--- config.mk ---
export PLATFORM = sky130hd
export DESIGN_NAME = sprite_rom_arbiter
export DESIGN_NICKNAME = d
export VERILOG_FILES = /design/src/rtl/sprite_rom_arbiter.sv
export SDC_FILE = /design/constraint.sdc
export NUM_CORES = 1
export LEC_CHECK = 0
export CAP_MARGIN = 10
export CORE_MARGIN = 1.5
export CORE_UTILIZATION = 53
export CTS_BUF_LIST = sky130_fd_sc_hd__clkbuf_8 sky130_fd_sc_hd__clkbuf_16
export DETAILED_ROUTE_END_ITERATION = 8
export DONT_BUFFER_PORTS = 1
export PLACE_DENSITY = 0.7
export SYNTH_ARGS = -nofsm -noshare
export SYNTH_HDL_FRONTEND = slang
export SYNTH_SLANG_ARGS = --single-unit
--- constraint.sdc ---
create_clock -name clk -period 2.1 [get_ports clk]
set_clock_uncertainty 0.05 [all_clocks]
set_input_delay 0.63 -clock clk [delete_from_list [all_inputs] [get_ports clk]]
set_output_delay 0.63 -clock clk [all_outputs]
set_load 0.02 [all_outputs]
--- src/rtl/sprite_rom_arbiter.sv ---
// Round-robin arbiter sharing one registered sprite-mask ROM among N_REQ renderers.
// One row read per grant; the row is returned with a one-cycle rsp_valid pulse.
module sprite_rom_arbiter #(
  parameter int N_REQ     = 4,
  parameter int TILE_SIZE = 16,
  parameter int N_SPRITES = 14,
  parameter int ROM_LAT   = 1,
  localparam int SW = 4,
  localparam int RW = $clog2(TILE_SIZE),
  localparam int IW = $clog2(N_REQ)
) (
  input  logic                   clk,
  input  logic                   rst_n,
  input  logic [N_REQ-1:0]       req,
  input  logic [N_REQ*SW-1:0]    req_sprite,
  input  logic [N_REQ*RW-1:0]    req_row,
  output logic                   rom_en,
  output logic [SW+RW-1:0]       rom_addr,
  input  logic [TILE_SIZE-1:0]   rom_data,
  output logic [N_REQ-1:0]       gnt,
  output logic [N_REQ-1:0]       rsp_valid,
  output logic [TILE_SIZE-1:0]   rsp_data,
  output logic                   busy,
  output logic [1:0]             fsm_state
);

  // Handshake: a requester raises req with stable sprite/row and keeps them until the
  // cycle its rsp_valid bit pulses; rsp_data is valid exactly in that cycle. Fields are
  // captured at grant time, so later changes (or a dropped req) do not affect the access.
  typedef enum logic [1:0] {S_IDLE, S_ISSUE, S_WAIT, S_DONE} state_t;

  state_t                 state_q, state_d;
  logic [IW-1:0]          rr_ptr;
  logic [IW-1:0]          idx_q;
  logic                   hit_q;
  logic [1:0]             cnt_q;
  logic [SW+RW-1:0]       rom_addr_q;
  logic [TILE_SIZE-1:0]   rsp_data_q;
  logic [N_REQ-1:0]       idx_oh;

  logic                   win_found;
  logic [IW-1:0]          win_idx;
  logic [IW:0]            scan;
  logic [SW-1:0]          sel_sprite;
  logic [RW-1:0]          sel_row;
  logic                   sel_hit;

  // Scan starts at rr_ptr and wraps, so the last winner is checked last.
  always_comb begin
    win_found = 1'b0;
    win_idx   = '0;
    scan      = '0;
    for (int i = 0; i < N_REQ; i++) begin
      scan = {1'b0, rr_ptr} + (IW+1)'(i);
      if (scan >= (IW+1)'(N_REQ)) scan = scan - (IW+1)'(N_REQ);
      if (!win_found && req[scan[IW-1:0]]) begin
        win_found = 1'b1;
        win_idx   = scan[IW-1:0];
      end
    end
  end

  assign sel_sprite = req_sprite[win_idx*SW +: SW];
  assign sel_row    = req_row[win_idx*RW +: RW];
  assign sel_hit    = (int'(sel_sprite) < N_SPRITES) && (int'(sel_row) < TILE_SIZE);
  assign idx_oh     = N_REQ'(1) << idx_q;

  always_comb begin
    state_d   = state_q;
    gnt       = '0;
    rom_en    = 1'b0;
    rsp_valid = '0;
    busy      = (state_q != S_IDLE);
    case (state_q)
      S_IDLE:  if (win_found) state_d = S_ISSUE;
      S_ISSUE: begin
        gnt     = idx_oh;
        rom_en  = hit_q;
        state_d = S_WAIT;
      end
      S_WAIT:  if (cnt_q == 2'd0) state_d = S_DONE;
      S_DONE: begin
        rsp_valid = idx_oh;
        state_d   = S_IDLE;
      end
      default: state_d = S_IDLE;
    endcase
  end

  always_ff @(posedge clk or negedge rst_n) begin
    if (!rst_n) begin
      state_q    <= S_IDLE;
      rr_ptr     <= '0;
      idx_q      <= '0;
      hit_q      <= 1'b0;
      cnt_q      <= 2'd0;
      rom_addr_q <= '0;
      rsp_data_q <= '0;
    end else begin
      state_q <= state_d;
      case (state_q)
        S_IDLE: if (win_found) begin
          idx_q      <= win_idx;
          hit_q      <= sel_hit;
          rom_addr_q <= {sel_sprite, sel_row};
        end
        S_ISSUE: cnt_q <= 2'(ROM_LAT - 1);
        S_WAIT: begin
          if (cnt_q != 2'd0) cnt_q <= cnt_q - 2'd1;
          else rsp_data_q <= hit_q ? rom_data : '0;
        end
        S_DONE: rr_ptr <= (idx_q == IW'(N_REQ - 1)) ? '0 : idx_q + IW'(1);
        default: ;
      endcase
    end
  end

  assign rom_addr  = rom_addr_q;
  assign rsp_data  = rsp_data_q;
  assign fsm_state = state_q;

endmodule
==> metrics.txt, run 1 <==
Cell Pwr Density=1620 nW/um^2; DP Area=1880 sq um; Final nets=262; Sequential cell area=828 sq um; Worst R2R Start=rr_ptr[1]$_DFFE_PN0P_; vias=1347; antenna violations before repair=0; first-pass GRT wire length=5.18 mm; clock buffer depth=2; area grow syn2layout=12.5%; Tcrit/Tclk final=96.1%; slew of the pin with the lowest slew margin=0.264 ns; area of the multi-input gates=916 sq um; DRT Wirelength=3.55 mm; Seq cells post-synth=33; cell area after synthesis=1810 sq um; reg2reg end=hit_q$_DFFE_PN0P_; CTS Sinks=33; Starting DRT DRC Count=42; Die H=61.4 um; Filler Cell Count=293; ant diodes=0; R2R depth=6; Crit path max-delay family=flip-flops; final hold violations=0; Worst-Skew Late Latency=0.27 ns; normalized max-slew margin=82.2%; Initial Util=54.5%; worst-path cell chain=inv_1, ha_2, and2_2; final-report setup violation count=0; largest net degree at the start of global routing=34; CTS tree=yes; gpl congestion=0.716; Startpoint Class=flip-flop; GRT met1 Usage=20.5%; ANT nets after route=0; GR Layer Usage met3=7.56%; Ports=90; Clock Pin Slew Worst Setup and Hold Paths=0.07 ns; global routing's busiest layer=met2; number of global-route vias before repair=1238; max_cap viols=0; global-route congestion overflow total=0; YS warnings=0; slowest CP cell=dfrtp_2; sequential share of the synthesized area=45.7%; Crit Path Max Fanout=7; die area=3770 sq um; cell row count=21; WP buf/inv=1; gr usage total=19.0%; post-synth net total=254; P_leak=0.986 nW; achievable frequency=496 MHz; PortBufs=0; final worst slack=0.0820 ns; Total Power=3.28 mW; CORE AREA=3310 sq um; minimum clock period=2.02 ns; Setup Crit Path Kind=reg -> out; Num CTS Buffers=5; share of layout cells above drive strength 1=18.5%; Crit path largest cell delay=0.47 ns; critical path launch point=fsm_state[1]$_DFFE_PN0P_; Worst EP arrival=1.34 ns; Root Buffer=clkbuf_8; Final Max Slew Viols=0; flop-to-flop setup slack=0.23 ns; Worst VDD drop=722 uV; Critical Path Sink Type=primary output; Vias/cell=5.48; DRC=0; unrepaired setup endpoints after global routing=false; syn avg cell area=9.45 sq um; count of different cell masters after synthesis=28; setup TNS=0 ns; pre-CTS setup slack=0.0756 ns; grt met2 use=34.3%; status=finished clean; 1st-pass router iterations=4; WL/cell=14.4 um; fin area=2030 sq um; hpwl dp=2.66 mm; worst min path class=in -> async; H-tree depth=2; Synth Instances=191; Die W=61.4 um; Required @ worst endpoint=1.42 ns
-- worst max-delay path by stage --
stage	endpoint	slack [ns]	depth (start not counted)
3_3_place_gp	hit_q$_DFFE_PN0P_	0.12	6
5_1_grt	rsp_valid[2]	0.008	2
4_1_cts	gnt[1]	0.02	3
2_1_floorplan	hit_q$_DFFE_PN0P_	0.20	7
3_5_place_dp	hit_q$_DFFE_PN0P_	0.08	6
6_report	gnt[1]	0.08	3
-- cells in the mapped netlist --
master	count	share of area [%]
nor4_1	1	0.35
nand2b_1	2	0.69
o21ai_1	5	1.4
nand2_1	52	11
mux4_2	2	2.5
buf_6	1	0.62
nor2b_1	1	0.35
o21a_1	1	0.42
o22a_1	3	1.5
a21oi_1	5	1.4
buf_4	1	0.42
o22ai_1	1	0.35
a22oi_1	1	0.42
dfrtp_1	33	46
o31ai_1	2	0.83
inv_1	9	1.9
a21o_1	1	0.42
and2_2	1	0.42
mux2_1	1	0.62
and2_1	9	3.1
nor2_1	3	0.62
clkbuf_1	6	1.2
mux2_2	8	5.0
ha_1	9	6.2
mux2i_1	12	6.7
nor2_2	1	0.35
o21ai_0	19	5.3
xnor2_1	1	0.49
-- report_power, final --
group          internal (mW)  switching, mW  total (mW)
logic                  0.539          0.696        1.24
registers              0.931          0.520        1.45
clock network          0.382          0.215       0.596
-- worst register-to-register path, delay by kind of cell (launching register included) --
kind | cells | cell delay, ns
AND/OR/NAND/NOR | 1 | 0.08
multiplexers | 1 | 0.55
AO/OA/AOI/OAI | 4 | 0.69
flip-flops | 1 | 0.44
-- routing by layer --
layer	up-vias	routed length (um)
met3	2	236
met4	0	20
met2	55	1840
li1	655	-
met1	635	1460
met5	-	0
-- layout make-up --
type                       count  share of cell area, %
inverter                       9                   1.66
timing repair buffer           9                   3.94
tap                           46                   2.83
sequential                    33                   40.8
clock buffer                   6                   4.06
multi-input combinational    141                   45.1
clock inverter                 2                   1.66
-- kinds of logic after synthesis --
| logic type | after synthesis | synth area share, % |
|---|---|---|
| DFF | 33 | 45.7 |
| and+or+nand+nor | 70 | 16.7 |
| adders and majority gates | 9 | 6.24 |
| AOI/OAI and AO/OA | 38 | 11.9 |
| buffers and inverters | 17 | 4.16 |
| xor gates and xnor gates | 1 | 0.485 |
| muxes | 23 | 14.8 |
-- what timing repair did --
item,4_1_cts,5_1_grt
endpoints found under the hold margin,33,0
buffers inserted,0,0
setup endpoints to repair,10,6
gates resized for setup,7,2
hold buffers,1,0
-- cell usage in the layout (no fill, tap or decap), types with 2 or more instances in the layout --
master / count
nor2_1: 3
nand2b_1: 2
o21ai_0: 19
a21oi_1: 5
buf_4: 8
inv_1: 10
ha_1: 7
mux2i_1: 12
mux2_2: 8
mux4_2: 2
o31ai_1: 2
o21ai_1: 5
dfrtp_1: 31
and2_1: 4
and2_2: 6
nand2_1: 52
o22a_1: 3
dfrtp_2: 2
ha_2: 2
clkbuf_8: 6
-- metrics by stage --
stage	instances	hold WS (ns)	util, %
after floorplan	191	0.284	-
after global placement	237	0.285	56.8
after detailed placement	237	0.285	56.8
after CTS	246	0.128	61.2
after global routing	246	0.125	61.4
final	246	0.130	61.4
-- state kept, by name, summed over array words and instances (netlist names) --
register,count
rsp_data,16
hit_q,1
cnt_q,2
idx_q,2
rom_addr,8
rr_ptr,2
fsm_state,2
Note: power is estimated with default switching activity, not from simulation.
==> run 2, diff against run 1 <==
--- a/config.mk
+++ b/config.mk
@@ -8,7 +8,6 @@
 export CAP_MARGIN = 10
 export CORE_MARGIN = 1.5
 export CORE_UTILIZATION = 53
-export CTS_BUF_LIST = sky130_fd_sc_hd__clkbuf_8 sky130_fd_sc_hd__clkbuf_16
 export DETAILED_ROUTE_END_ITERATION = 8
 export DONT_BUFFER_PORTS = 1
 export PLACE_DENSITY = 0.7
==> run 2 against run 1 <==
Power is 2.5% lower. Die area did not move. Fmax down 2.5%. Combinational power barely moved. Critical path depth is 1 higher. Worst setup slack got worse by 0.053 ns. Sequential power is essentially flat. Via count shrank 0.82%. Core utilization decreased by 0.42 points. Hold slack got worse by 0.058 ns. Sequential share of layout area is 0.28 points higher. Critical endpoint is now busy. Highest routed layer unchanged.
==> metrics.txt, run 2 (synthesis results as in run 1) <==
area grow syn2layout=11.8%; commonest non-fill, non-tap cell in the layout=nand2_1; Required @ worst endpoint=1.42 ns (about the same); hpwl dp=2.66 mm (unchanged); clock buffer depth=2 (unchanged); NetSw=1.43 mW (+0.24%); status=finished clean; slew of the pin with the lowest slew margin=0.263 ns (-0.000927 ns); Filler Cell Count=301 (+2.7%); WHS=0.0720 ns (-0.0579 ns); switching portion of total power=44.8% (+1.2 points); worst-path cell chain=inv_1, ha_2, inv_1, buf_4; cell row count=21 (unchanged); Setup Crit Path Kind=reg -> out; Final Instance Count excl. Fillers=246 (unchanged); DP Cell Count=237 (unchanged); Sequential cell area=828 sq um (unchanged); final worst slack=0.0295 ns (-0.0526 ns); 1st-pass router iterations=4 (unchanged); Tcrit/Tclk final=98.6% (+2.5 points); vias=1336 (-0.82%); flop-to-flop setup slack=0.23 ns (about the same); Critical Path Sink Type=primary output; max reg flops=16 (unchanged); setup TNS=0 ns (unchanged); Initial Util=54.5% (unchanged); GR Layer Usage met3=6.30% (-1.3 points); largest net degree at the start of global routing=34 (unchanged); Clock Power Share=15.3% (-2.9 points); Die H=61.4 um (unchanged); gpl congestion=0.716 (unchanged); first-pass GRT wire length=5.14 mm (-0.68%); die area=3770 sq um (unchanged); gr usage total=18.7% (-0.26 points); Die W=61.4 um (unchanged); Starting DRT DRC Count=57 (+36%); global routing's busiest layer=met2; final hold violations=0 (unchanged); CTS tree=yes; achievable frequency=483 MHz (-2.5%); Worst-Skew Late Latency=0.32 ns (+0.05 ns); WL/cell=14.7 um (+1.6%); ANT nets after route=0 (unchanged); share of layout cells above drive strength 1=21.5% (+3.0 points); Crit path largest cell delay=0.51 ns (+0.04 ns); max_cap viols=0 (unchanged); minimum clock period=2.07 ns (+0.0526 ns); final-report setup violation count=0 (unchanged); Final Max Slew Viols=0 (unchanged); normalized max-slew margin=82.3% (about the same); Worst VDD drop=640 uV (-11%); P_leak=0.971 nW (-1.5%); Ports=90 (unchanged); Crit path max-delay family=flip-flops; area of the multi-input gates=933 sq um (+1.9%); Worst R2R Start=rr_ptr[1]$_DFFE_PN0P_; Clock Pin Slew Worst Setup and Hold Paths=0.10 ns (+0.03 ns); Cell Pwr Density=1590 nW/um^2 (-1.8%); GRT met1 Usage=20.6% (+0.13 points); Final nets=262 (unchanged); slowest CP cell=dfrtp_2; DRC=0 (unchanged); WP buf/inv=3 (+2); pre-CTS setup slack=0.0756 ns (unchanged); unrepaired setup endpoints after global routing=true; PortBufs=0 (unchanged); CTS Sinks=33 (unchanged); antenna violations before repair=0 (unchanged); Pint=1.77 mW (-4.6%); critical path launch point=fsm_state[0]$_DFFE_PN0P_; Root Buffer=clkbuf_4; Vias/cell=5.43 (-0.82%); ant diodes=0 (unchanged); DRT Wirelength=3.61 mm (+1.6%); Crit path top cell by count=inv_1; Startpoint Class=flip-flop; worst min path class=in -> async; Num CTS Buffers=5 (unchanged); Logic pwr share=39.3% (+1.7 points); global-route congestion overflow total=0 (unchanged); Crit Path Max Fanout=5 (-2); CORE AREA=3310 sq um (unchanged); leading cell types in the layout, fill and taps excluded=52 x nand2_1, 31 x dfrtp_1, 19 x o21ai_0; register share of total power=45.4% (+1.2 points); Worst EP arrival=1.39 ns (+0.05 ns); grt met2 use=34.2% (-0.15 points); number of global-route vias before repair=1245 (+0.57%); H-tree depth=2 (unchanged)
run 2: what timing repair did:
item                                    CTS  global route
setup buffers                             0             0
resized for setup                         8             8
endpoints found under the setup margin   10            10
endpoints found under the hold margin    33             0
gates cloned                              0             0
hold buffers                              1             0
run 2: layout make-up:
| type | instances | share of cell area, % |
|---|---|---|
| clock buffers | 7 | 2.73 |
| clock inverters | 1 | 1.49 |
| inverters | 9 | 1.67 |
| multi-input cells | 141 | 46.2 |
| flip-flops and latches | 33 | 41.0 |
| well taps | 46 | 2.85 |
| repair buffers | 9 | 3.97 |
run 2: final timing paths:
check	end	depth (start not counted)
worst min-delay path	rsp_data[8]$_DFFE_PN0P_	1
min in group clk	rsp_data[1]$_DFFE_PN0P_	2
worst min register to register	idx_q[1]$_DFFE_PN0P_	1
worst max register to register	hit_q$_DFFE_PN0P_	6
max in group asynchronous	fsm_state[0]$_DFFE_PN0P_	1
worst max-delay path	busy	4
run 2: power groups by stage:
stage / Combinational (mW) / Sequential, mW / Clock, mW
floorplan: 0.988 / 1.39 / 0
global placement: 1.14 / 1.45 / 0
detailed placement: 1.22 / 1.46 / 0
CTS: 1.25 / 1.45 / 0.507
global route: 1.43 / 1.51 / 0.530
finish: 1.26 / 1.45 / 0.490
run 2: per-stage QoR:
| stage | area [sq um] | utilization [%] | power, mW |
|---|---|---|---|
| global route | 2020 | 61.0 | 3.47 |
| CTS | 2000 | 60.4 | 3.21 |
| detailed placement | 1880 | 56.8 | 2.68 |
| finish | 2020 | 61.0 | 3.20 |
| global placement | 1880 | 56.8 | 2.60 |
| floorplan | 1810 | - | 2.38 |
run 2: layer usage:
metal | share of wire (%) | vias up
met5 | 0 | -
met2 | 52 | 54
met4 | 0.78 | 0
li1 | - | 655
met3 | 6.5 | 4
met1 | 41 | 623
